===== config.mk =====
export PLATFORM = sky130hd
export DESIGN_NAME = color_zone_detector
export DESIGN_NICKNAME = d
export VERILOG_FILES = /design/src/rtl/color_zone_detector_pkg.sv /design/src/rtl/color_zone_detector_zone_accum.sv /design/src/rtl/color_zone_detector.sv
export SDC_FILE = /design/constraint.sdc
export NUM_CORES = 2
export LEC_CHECK = 0
export CAP_MARGIN = 20
export CELL_PAD_IN_SITES_DETAIL_PLACEMENT = 1
export CELL_PAD_IN_SITES_GLOBAL_PLACEMENT = 2
export CORE_ASPECT_RATIO = 0.6
export CORE_MARGIN = 1.5
export CORE_UTILIZATION = 42
export CTS_BUF_LIST = sky130_fd_sc_hd__clkbuf_16
export CTS_CLUSTER_DIAMETER = 100
export DETAILED_ROUTE_END_ITERATION = 10
export MAX_ROUTING_LAYER = met4
export PLACE_DENSITY = 0.84
export SLEW_MARGIN = 15
export SYNTH_ARGS = -nofsm -noshare
export SYNTH_HDL_FRONTEND = slang
export SYNTH_SLANG_ARGS = --single-unit
export TNS_END_PERCENT = 30

===== constraint.sdc =====
create_clock -name pclk -period 7.5 [get_ports pclk]
set_input_delay 1.125 -clock pclk [delete_from_list [all_inputs] [get_ports pclk]]
set_output_delay 1.125 -clock pclk [all_outputs]
set_load 0.01 [all_outputs]

===== src/rtl/color_zone_detector_pkg.sv =====
// ---------------------------------------------------------------------------
// color_det_pkg
// Shared types and helpers for the colour zone detector.
//   rgb565_t     : RGB565 pixel split into its colour fields
//   cfg_t        : threshold set sampled at every frame start
//   CFG_RESET    : threshold values loaded by reset
//   state_t      : frame FSM states
//   zone_centre  : centre coordinate of zone idx along one axis
//   sum_width    : bit width of a window sum that can never wrap
// ---------------------------------------------------------------------------
package color_det_pkg;

  typedef struct packed {
    logic [4:0] r;
    logic [5:0] g;
    logic [4:0] b;
  } rgb565_t;

  typedef struct packed {
    logic [4:0] r_min;
    logic [5:0] g_max;
    logic [4:0] b_max;
    logic [4:0] r_minus_g;
    logic [4:0] r_minus_b;
  } cfg_t;

  localparam cfg_t CFG_RESET = '{
    r_min:     5'd10,
    g_max:     6'd32,
    b_max:     5'd16,
    r_minus_g: 5'd4,
    r_minus_b: 5'd4
  };

  typedef enum logic [1:0] {
    IDLE   = 2'd0,
    ACTIVE = 2'd1,
    DONE   = 2'd2
  } state_t;

  // Zones split the axis into nzones equal slices; the centre of each slice
  // uses integer division so it matches a software reference exactly.
  function automatic int zone_centre(input int idx, input int extent, input int nzones);
    return ((2 * idx + 1) * extent) / (2 * nzones);
  endfunction

  // A window sum holds win*win samples of at most max_val each.
  function automatic int sum_width(input int win, input int max_val);
    return $clog2(win * win * max_val + 1);
  endfunction

endpackage


===== src/rtl/color_zone_detector_zone_accum.sv =====
// ---------------------------------------------------------------------------
// zone_accum
// One detection window: counts the in-window pixels of the current frame,
// accumulates the R/G/B sums and, on the last window pixel, forms the
// pass/fail decision and holds it in a pending register.
//   pclk, rst_n   : pixel clock, asynchronous active-low reset
//   clear         : frame start, empties counters, sums and pending
//   pix_en        : pixel accepted this cycle at (pix_x, pix_y)
//   pix           : accepted pixel value
//   cfg           : thresholds that apply to this pixel
//   pending_next  : pending decision including this cycle's pixel
// ---------------------------------------------------------------------------
module zone_accum
  import color_det_pkg::*;
#(
  parameter int XW  = 9,
  parameter int YW  = 8,
  parameter int XC  = 0,
  parameter int YC  = 0,
  parameter int WIN = 5
) (
  input  logic          pclk,
  input  logic          rst_n,
  input  logic          clear,
  input  logic          pix_en,
  input  logic [XW-1:0] pix_x,
  input  logic [YW-1:0] pix_y,
  input  rgb565_t       pix,
  input  cfg_t          cfg,
  output logic          pending_next
);

  localparam int HALF = WIN / 2;
  localparam int N    = WIN * WIN;
  localparam int SWR  = sum_width(WIN, 31);
  localparam int SWG  = sum_width(WIN, 63);
  localparam int SWB  = sum_width(WIN, 31);
  localparam int CW   = $clog2(N + 1);
  localparam logic [CW-1:0] CNT_FULL = CW'(N);
  localparam logic [CW-1:0] CNT_LAST = CW'(N - 1);

  logic [CW-1:0]  count, count_n, base_cnt;
  logic [SWR-1:0] sum_r, base_r, add_r;
  logic [SWG-1:0] sum_g, base_g, add_g;
  logic [SWB-1:0] sum_b, base_b, add_b;
  logic           pending, base_pend;
  logic           in_win, take, decide, pass;
  logic signed [31:0] xs, ys;
  logic signed [31:0] tot_r, tot_g, tot_b, diff_rg, diff_rb;
  logic signed [31:0] thr_r, thr_g, thr_b, thr_rg, thr_rb;

  assign xs = 32'(pix_x);
  assign ys = 32'(pix_y);

  // Window membership is evaluated signed so that windows hanging over the
  // picture edge simply lose their off-picture part and never complete.
  assign in_win = (xs >= XC - HALF) && (xs <= XC + HALF) &&
                  (ys >= YC - HALF) && (ys <= YC + HALF);

  // A frame start empties the window first, so a pixel arriving in the same
  // cycle is accumulated into a fresh frame. Accumulation stops once the
  // window is full. The decision uses the sums including the final pixel
  // and all comparisons are done in 32-bit signed arithmetic.
  always_comb begin
    base_cnt  = clear ? '0   : count;
    base_r    = clear ? '0   : sum_r;
    base_g    = clear ? '0   : sum_g;
    base_b    = clear ? '0   : sum_b;
    base_pend = clear ? 1'b0 : pending;

    take   = pix_en && in_win && (base_cnt != CNT_FULL);
    decide = take && (base_cnt == CNT_LAST);

    add_r = base_r + SWR'(pix.r);
    add_g = base_g + SWG'(pix.g);
    add_b = base_b + SWB'(pix.b);

    tot_r   = 32'(add_r);
    tot_g   = 32'(add_g);
    tot_b   = 32'(add_b);
    diff_rg = tot_r - (tot_g >>> 1);
    diff_rb = tot_r - tot_b;

    thr_r  = N * 32'(cfg.r_min);
    thr_g  = N * 32'(cfg.g_max);
    thr_b  = N * 32'(cfg.b_max);
    thr_rg = N * 32'(cfg.r_minus_g);
    thr_rb = N * 32'(cfg.r_minus_b);

    pass = (tot_r >= thr_r) && (tot_g <= thr_g) && (tot_b <= thr_b) &&
           (diff_rg >= thr_rg) && (diff_rb >= thr_rb);

    count_n      = take   ? base_cnt + CW'(1) : base_cnt;
    pending_next = decide ? pass              : base_pend;
  end

  // Window state registers; reset leaves an empty window with no decision.
  always_ff @(posedge pclk or negedge rst_n) begin
    if (!rst_n) begin
      count   <= '0;
      sum_r   <= '0;
      sum_g   <= '0;
      sum_b   <= '0;
      pending <= 1'b0;
    end else begin
      count   <= count_n;
      sum_r   <= take ? add_r : base_r;
      sum_g   <= take ? add_g : base_g;
      sum_b   <= take ? add_b : base_b;
      pending <= pending_next;
    end
  end

endmodule


===== src/rtl/color_zone_detector.sv =====
// ---------------------------------------------------------------------------
// color_zone_detector
// Splits each camera frame into NX x NY zones, averages a WIN x WIN window
// at the centre of every zone and reports which zones look red enough.
//   pclk, rst_n        : pixel clock, asynchronous active-low reset
//   frame_start        : one-cycle frame start pulse
//   pix_valid/pix_data : RGB565 pixels in raster order, gaps allowed
//   cfg_*              : thresholds, sampled at frame start
//   zone_hit           : per-zone result of the last completed frame
//   any_hit            : OR of zone_hit
//   result_valid       : one-cycle pulse when zone_hit updates
//   frame_err          : one-cycle pulse when a frame is aborted
// ---------------------------------------------------------------------------
module color_zone_detector
  import color_det_pkg::*;
#(
  parameter int W   = 320,
  parameter int H   = 240,
  parameter int NX  = 3,
  parameter int NY  = 3,
  parameter int WIN = 5
) (
  input  logic             pclk,
  input  logic             rst_n,
  input  logic             frame_start,
  input  logic             pix_valid,
  input  logic [15:0]      pix_data,
  input  logic [4:0]       cfg_r_min,
  input  logic [5:0]       cfg_g_max,
  input  logic [4:0]       cfg_b_max,
  input  logic [4:0]       cfg_r_minus_g,
  input  logic [4:0]       cfg_r_minus_b,
  output logic [NX*NY-1:0] zone_hit,
  output logic             any_hit,
  output logic             result_valid,
  output logic             frame_err
);

  localparam int XW = $clog2(W + 1);
  localparam int YW = $clog2(H + 1);

  state_t           state;
  logic [XW-1:0]    x, cur_x, x_next;
  logic [YW-1:0]    y, cur_y, y_next;
  cfg_t             cfg_q, cfg_in, cfg_eff;
  rgb565_t          pix;
  logic             accept, x_wrap, last_pix;
  logic [NX*NY-1:0] pend_next;

  assign pix    = rgb565_t'(pix_data);
  assign cfg_in = '{
    r_min:     cfg_r_min,
    g_max:     cfg_g_max,
    b_max:     cfg_b_max,
    r_minus_g: cfg_r_minus_g,
    r_minus_b: cfg_r_minus_b
  };

  // A pixel that arrives together with frame_start is pixel (0,0) of the new
  // frame and is judged with the thresholds being sampled in that cycle.
  always_comb begin
    cur_x    = frame_start ? '0 : x;
    cur_y    = frame_start ? '0 : y;
    cfg_eff  = frame_start ? cfg_in : cfg_q;
    accept   = pix_valid && (frame_start || (state == ACTIVE));
    x_wrap   = (cur_x == XW'(W - 1));
    last_pix = accept && x_wrap && (cur_y == YW'(H - 1));
    x_next   = cur_x;
    y_next   = cur_y;
    if (accept) begin
      if (x_wrap) begin
        x_next = '0;
        y_next = cur_y + YW'(1);
      end else begin
        x_next = cur_x + XW'(1);
      end
    end
  end

  // One accumulator per zone; bit k of the result is row k/NX, column k%NX.
  for (genvar gy = 0; gy < NY; gy++) begin : g_row
    for (genvar gx = 0; gx < NX; gx++) begin : g_col
      zone_accum #(
        .XW  (XW),
        .YW  (YW),
        .XC  (zone_centre(gx, W, NX)),
        .YC  (zone_centre(gy, H, NY)),
        .WIN (WIN)
      ) u_zone (
        .pclk         (pclk),
        .rst_n        (rst_n),
        .clear        (frame_start),
        .pix_en       (accept),
        .pix_x        (cur_x),
        .pix_y        (cur_y),
        .pix          (pix),
        .cfg          (cfg_eff),
        .pending_next (pend_next[gy*NX+gx])
      );
    end
  end

  // Frame FSM with registered outputs. The final pixel publishes every
  // pending decision at once; a frame_start in ACTIVE flags the aborted
  // frame but leaves the previously published result untouched.
  always_ff @(posedge pclk or negedge rst_n) begin
    if (!rst_n) begin
      state        <= IDLE;
      x            <= '0;
      y            <= '0;
      cfg_q        <= CFG_RESET;
      zone_hit     <= '0;
      any_hit      <= 1'b0;
      result_valid <= 1'b0;
      frame_err    <= 1'b0;
    end else begin
      result_valid <= last_pix;
      frame_err    <= frame_start && (state == ACTIVE);
      x            <= x_next;
      y            <= y_next;
      if (frame_start) begin
        cfg_q <= cfg_in;
      end
      if (last_pix) begin
        state    <= DONE;
        zone_hit <= pend_next;
        any_hit  <= |pend_next;
      end else if (frame_start) begin
        state <= ACTIVE;
      end
    end
  end

endmodule


### After elaboration in Yosys (flattened, before gate mapping)

Cells that the tools add are included.
W data, S select, Z words.

| storage, ports and cells | value |
|---|---|
| memory bits (writable) | 0 |
| ROM bits | 0 |
| flip-flop bits (word level) | 390 |
| memories | 0 |
| bits in latches | 0 |

| cells by class | value |
|---|---|
| reductions and logical operators | 91 |
| bitwise operators | 0 |
| shift-type cells | 0 |
| multipliers | 5 |
| equality and inequality tests | 21 |
| add/subtract/negate cells | 56 |
| mux-type cells | 99 |
| magnitude comparators | 57 |
| divide/modulo/power cells | 0 |

Operators with widths:

| kind | number |
|---|---|
| $ge A32 B11 Y1 | 18 |
| $mux W10 | 36 |
| $mux W11 | 18 |
| $sub A10 B10 Y11 | 18 |
| $add A10 B5 Y10 | 18 |
| $add A11 B6 Y11 | 9 |
| $le A11 B11 Y1 | 9 |
| $ge A10 B10 Y1 | 9 |
| $le A10 B10 Y1 | 9 |
| $mux W5 | 18 |
| $logic_and A1 B1 Y1 | 88 |
| $add A5 B1 Y5 const B | 9 |
| $eq A5 B5 Y1 const B | 9 |
| $ne A5 B5 Y1 const B | 9 |
| $mul A5 B5 Y10 const A | 4 |
| $mux W9 | 3 |
| $mux W26 | 1 |
| $mux W8 | 3 |
| $mux W1 | 18 |
| $mul A5 B6 Y11 const A | 1 |
| $add A9 B1 Y9 const B | 1 |
| $eq A9 B9 Y1 const B | 1 |
| $ge A9 B6 Y1 const B | 1 |
| $ge A9 B8 Y1 const B | 1 |
| 17 further kinds | 18 |

### Logic depth before layout (Yosys ltp)

| logic depth | value |
|---|---|
| word-level depth | 10 |
| mapped depth | 33 |
| mapped depth without buffers | 25 |

### Cells and area by module

From an unflattened synthesis, not the netlist that was laid out.

| unflattened totals | value |
|---|---|
| cells, all modules | 6894 |
| area total of the unflattened synthesis | 59868.7 um^2 |

Modules (own cells, without submodules):

| module | times used | cells an instance | area each (um^2) |
|---|---|---|---|
| zone_accum at g_row[0].g_col[2].u_zone | 1 | 760 | 6483.7 |
| zone_accum at g_row[1].g_col[2].u_zone | 1 | 759 | 6458.7 |
| zone_accum at g_row[2].g_col[1].u_zone | 1 | 747 | 6433.7 |
| zone_accum at g_row[1].g_col[1].u_zone | 1 | 749 | 6416.2 |
| zone_accum at g_row[2].g_col[2].u_zone | 1 | 743 | 6403.6 |
| zone_accum at g_row[0].g_col[1].u_zone | 1 | 744 | 6323.6 |
| zone_accum at g_row[1].g_col[0].u_zone | 1 | 739 | 6314.8 |
| zone_accum at g_row[0].g_col[0].u_zone | 1 | 733 | 6304.8 |
| zone_accum at g_row[2].g_col[0].u_zone | 1 | 733 | 6271.0 |
| color_zone_detector | 1 | 187 | 2458.6 |

### Worst setup path before layout

Ideal clock, no wire load.

| timing path | value |
|---|---|
| kind | in2reg |
| from | input frame_start |
| to | register any_hit |
| path buffers | 8 |
| path slack | -0.346 ns |
| data required time | 7.418 ns |
| library setup time | 0.082 ns |
| arrival | 7.764 ns |
| stages on the path | 31 |
| cell sequence | buf_2 > clkbuf_2 > clkbuf_1 > buf_2 > clkbuf_1 > buf_2 > buf_2 > clkbuf_1 > nor2b_1 > ha_1 > fa_1 > ha_1 > a21o_1 > a21oi_1 > o21ai_0 > maj3_1 > maj3_1 > a21o_1 > a21o_1 > a21oi_1 > xnor2_1 > ha_1 > a2111oi_0 > nand2_1 > a211oi_1 > or4_1 > a2111oi_2 > o211ai_1 > or3b_1 > o211a_1 > a31oi_1 |

| between the ends | value |
|---|---|
| cells in the longest elaborated chain, start to end | 10 |
| elaborated cells on any way between the ends | 273 |
| those cells by class | add/sub (45); mul (5); order compare (57); eq/ne (20); mux (57); reduce/logical (89) |

Ends and longest elaborated chain:

| element | line | source |
|---|---|---|
| from (decl) | color_zone_detector.sv:25 | `input logic frame_start,` |
| parallel branches: the longest is 10 deep, another holds $ge A32 B11 Y1 | n/a |  |
| to (signal assigned) | color_zone_detector.sv:127 | `any_hit <= \|pend_next;` |
| to (decl) | color_zone_detector.sv:34 | `output logic any_hit,` |

Several ways; the timed one is not identified.
A chain may end at the register's enable or synchronous reset.

### Worst setup path in the final report

| timing path | value |
|---|---|
| from | input pix_data[5] |
| to | register any_hit |

| between the ends | value |
|---|---|
| cells in the longest elaborated chain, start to end | 8 |
| elaborated cells on any way between the ends | 82 |
| those cells by class | add/sub (18); order compare (18); mux (9); reduce/logical (37) |

Ends and longest elaborated chain:

| element | line | source |
|---|---|---|
| from (decl) | color_zone_detector.sv:27 | `input logic [15:0] pix_data,` |
| parallel branches: the longest is 7 deep, another holds $ge A32 B11 Y1 | n/a |  |
| $reduce_or A9 Y1 * | color_zone_detector.sv:127 |  |

Mark *: on every way between the ends.

==> metrics.md <==
| Metric | Value |
|---|---|
| Status | `finished, final reports clean` |
| Setup crit end | `any_hit$_DFFE_PN0P_` |
| FF-to-FF path depth | `21` |
| DRC viols | `0` |
| Fin nets | `6065` |
| Async SR Flop Fraction | `between 90% and 100%` |
| Final worst-path setup slack | `747 ps` |
| Delay of the slowest cell on the worst path | `570 ps` |
| Most used cell, CP | `maj3_1` |
| GRT Overall Usage | `between 30% and 40%` |
| Layout fillers | `12300` |
| CP max FO | `8` |
| Psw | `4150 µW` |
| WP data arrival | `7320 ps` |
| Fmax | `148 MHz` |
| R2R Setup Slk | `1570 ps` |
| Synth Cell Area | `0.0443 mm²` |
| Post-detail-place hpwl | `128000 µm` |
| Gr ovfl total | `0` |
| Initial antenna violation count | `16` |
| Minimum clock period | `6750 ps` |
| Crit-path leading delay family | `adder cells` |
| Yosys cell types | `96` |
| Post-CTS Setup Repair Bufs | `0` |
| Part of the power in combinational logic | `48.8%` |
| Row cnt | `92` |
| DR vias/cell | `5.88` |
| Final instance area | `0.0493 mm²` |
| PwrDens | `188 mW/mm²` |
| Num CTS Buffers | `48` |
| # setup viols final | `0` |
| CP startpoint | `pix_data[5]` |
| TritonCTS clock tree | `done` |
| LEAKAGE | `0.0239 µW` |
| Clock Power Share | `28.3%` |
| YS warnings | `0` |
| Yosys reg bits | `between 300 and 400` |
| Overall routed net length | `between 150000 and 200000 µm` |
| Critical path depth | `23` |
| Initial Util | `42.3%` |
| Largest net degree at the start of global routing | `139` |
| Number of global-route vias before repair | `39000` |
| Die ar. | `0.108 mm²` |
| Slew Limit Headroom | `19.4%` |
| Fin crit share | `90.0%` |
| Mapped Nets | `5900` |
| Final Wtd Congestion | `0.946` |
| Crit-path cells | `clkdlybuf4s50_1 > buf_4 > ha_1 > fa_1 > xnor2_1 > ha_1 > a21o_1 > a21o_1 > maj3_1 > maj3_1 > maj3_1 > a21oi_1 > maj3_1 > maj3_1 > xnor2_1 > ha_1 > o21a_1 > a21oi_1 > a2111oi_2 > o211ai_1 > or3b_1 > o211a_1 > a31oi_1` |
| CTS HTree Levels | `2` |
| Die H | `255 µm` |
| Clock sinks | `390` |
| Skew-Pair Late Insertion Delay | `650 ps` |
| Cells after Synth | `roughly 5000` |
| Max_cap viols | `0` |
| Final Max Tran Viols | `0` |
| Setup CP Type | `in -> reg` |
| Pint | `roughly 5100 µW` |
| Drt pass-1 iters | `5` |
| Post-DP Area | `0.0477 mm²` |
| Area grow syn2layout | `11.4%` |
| Vias | `38900` |
| Setup crit end kind | `register` |
| HP Class | `reg -> reg` |
| Post-DRT Antenna Nets | `0` |
| Worst setup SP type | `input port` |
| Die width | `422 µm` |
| Slowest CP cell | `clkdlybuf4s50_1` |
| Worst VDD drop | `0.168 mV` |
| Top-Level Pins | `58` |
| Place WS | `162 ps` |
| Sequential group share of total power | `22.9%` |
| Required time of the worst setup path | `8060 ps` |
| PortBufs | `57` |
| Fin Clk Skew | `26.9 ps` |
| Hold path cells | `2` |
| Max Root-Sink Buffers | `3` |
| Main synth FF type | `dfrtp_1` |
| Seq/Total Area, Yosys | `between 20% and 30%` |
| WL/cell | `25.4 µm` |
| Final Util | `between 40% and 50%` |
| Drt first-iter violations | `3198` |
| Worst-margin pin slew | `roughly 1200 ps` |
| Share of layout cells above drive strength 1 | `under 10%` |
| Clk pin slew, worst setup/hold paths | `60 ps` |
| Clock Tree Root | `clkbuf_16` |
| Switching Fraction | `44.7%` |
| Hold-fix buffers at CTS | `0` |
| Unrepaired setup endpoints after global routing | `false` |
| WP buf/inv | `2` |
| Post-synth EDFFs | `0` |
| Post-CTS sizing | `0` |
| Reg2reg start | `g_row[0].g_col[0].u_zone.sum_g[1]$_DFF_PN0_` |
| Reg2reg end | `zone_hit[0]$_DFFE_PN0P_` |
| First-pass GRT wire length | `251000 µm` |
| Total Power | `9300 µW` |
| Core Region | `roughly 0.10 mm²` |
| Fin. Hold Viols | `0` |
| Total negative setup slack | `0 ps` |
| Syn_area_per_cell | `8.87 µm²` |
## per-stage QoR
step           instances  hold slack (ps)
4_1_cts             6612              502
2_1_floorplan       4997              453
6_report            6618              493
3_5_place_dp        6522              487
5_1_grt             6615              539
3_3_place_gp        6522              469
## worst min-delay path, cell delays in order, from the launching register on
cell and delay, ps:
dfrtp_1 340, nand2_1 50, o21ai_0 70
## worst min-delay path by stage
stage / from / end / slack [ps]
4_1_cts: zone_hit[8]$_DFFE_PN0P_ / zone_hit[8]$_DFFE_PN0P_ / 500
5_1_grt: g_row[0].g_col[2].u_zone.sum_b[6]$_DFF_PN0_ / g_row[0].g_col[2].u_zone.sum_b[6]$_DFF_PN0_ / 540
3_3_place_gp: zone_hit[7]$_DFFE_PN0P_ / zone_hit[7]$_DFFE_PN0P_ / 470
6_report: zone_hit[8]$_DFFE_PN0P_ / zone_hit[8]$_DFFE_PN0P_ / 490
3_5_place_dp: zone_hit[8]$_DFFE_PN0P_ / zone_hit[8]$_DFFE_PN0P_ / 490
2_1_floorplan: state[0]$_DFFE_PN0P_ / state[0]$_DFFE_PN0P_ / 450
## synthesized netlist by cell type (7+ instances only)
master	n	area share (%)
nor2_1	317	2.7
o21a_1	62	1.1
o2111ai_1	21	0.42
fa_1	50	2.3
nor2b_1	253	3.6
or2_2	14	0.20
nor4_1	16	0.23
a31oi_1	15	0.21
or3_1	34	0.48
clkbuf_1	87	0.74
a221oi_1	9	0.18
and2_1	20	0.28
dfrtp_1	384	22
nor3_1	58	0.66
a311oi_1	8	0.16
nand3_1	104	1.2
o211ai_1	30	0.51
a21o_1	166	2.8
a211oi_1	35	0.59
o21ai_0	266	3.0
mux2_2	111	2.8
o21bai_1	38	0.64
buf_2	12	0.14
a2111oi_0	22	0.43
xor2_1	235	4.6
nor3b_1	18	0.31
o31ai_1	17	0.29
nand2b_1	153	2.2
or4_1	9	0.15
and3b_1	8	0.16
nand2_1	236	2.0
nand4_1	73	1.0
inv_1	396	3.4
o22ai_1	10	0.14
and3_1	35	0.49
a21boi_0	8	0.14
xnor2_1	309	6.1
ha_1	807	23
buf_1	7	0.059
mux2i_1	53	1.2
maj3_1	74	1.7
a211o_1	14	0.28
a21oi_1	278	3.1
## cell usage in the layout (no fill, tap or decap), types with 58 or more instances in the layout
cell and instances:
nand4_1 73, mux2_2 111, a21o_1 166, nand2b_1 153, nor2_1 317, inv_1 400, xor2_1 228, maj3_1 74
xnor2_1 305, ha_1 807, dfrtp_1 384, o21a_1 62, buf_4 161, nand3_1 104, nand2_1 236, a21oi_1 278
o21ai_0 266, nor3_1 58, nor2b_1 253
## kinds of logic (layout without fill, tap and decap cells)
kind of cell    Yosys count  after routing  synth area share, %
flops                   390            390                 22.0
other cells               0              6                    0
compound gates         1064           1064                 15.4
simple gates           1389           1389                 16.4
mux                     164            164                 4.02
xor+xnor                547            547                 10.9
fa+ha+maj               936            936                 26.8
buf+inv                 507            712                 4.36
## final cells by class
cell class | instances | area (µm²) | area share, %
Antenna cell | 6 | 15.0 | 0.0304
Clock buffer | 49 | 1230 | 2.48
Inverter | 398 | 1490 | 3.03
Multi-Input combinational cell | 4100 | 32700 | 66.3
Timing Repair Buffer | 224 | 1910 | 3.87
Clock inverter | 41 | 440 | 0.893
Tap cell | 1410 | 1760 | 3.58
Sequential cell | 390 | 9770 | 19.8
## power groups by stage
stage | registers [µW] | logic (µW) | clock network [µW]
6_report | 2130 | 4530 | 2630
2_1_floorplan | 2160 | 2320 | 0
3_3_place_gp | 2170 | 4230 | 0
5_1_grt | 2130 | 4840 | 2750
3_5_place_dp | 2170 | 4380 | 0
4_1_cts | 2130 | 4430 | 2680
## routing by layer
metal  vias to the layer above  part of all wire, %  GRT usage [%]  wire length, µm
li1                      18000                    -              -                -
met1                     19600                   49           46.3            81900
met2                      1114                   40           45.0            67300
met3                       231                  8.1           5.78            13600
met4                         0                  3.0           8.79             5030
met5                         -                    0              -                0
## flip-flops by register name (all words and copies together) (netlist names)
| register | count |
|---|---|
| any_hit | 1 |
| cfg_q | 26 |
| frame_err | 1 |
| g_row.g_col.u_zone.count | 45 |
| g_row.g_col.u_zone.pending | 9 |
| g_row.g_col.u_zone.sum_b | 90 |
| g_row.g_col.u_zone.sum_g | 99 |
| g_row.g_col.u_zone.sum_r | 90 |
| result_valid | 1 |
| state | 2 |
| x | 9 |
| y | 8 |
| zone_hit | 9 |
(Power assumes the default switching activity.)
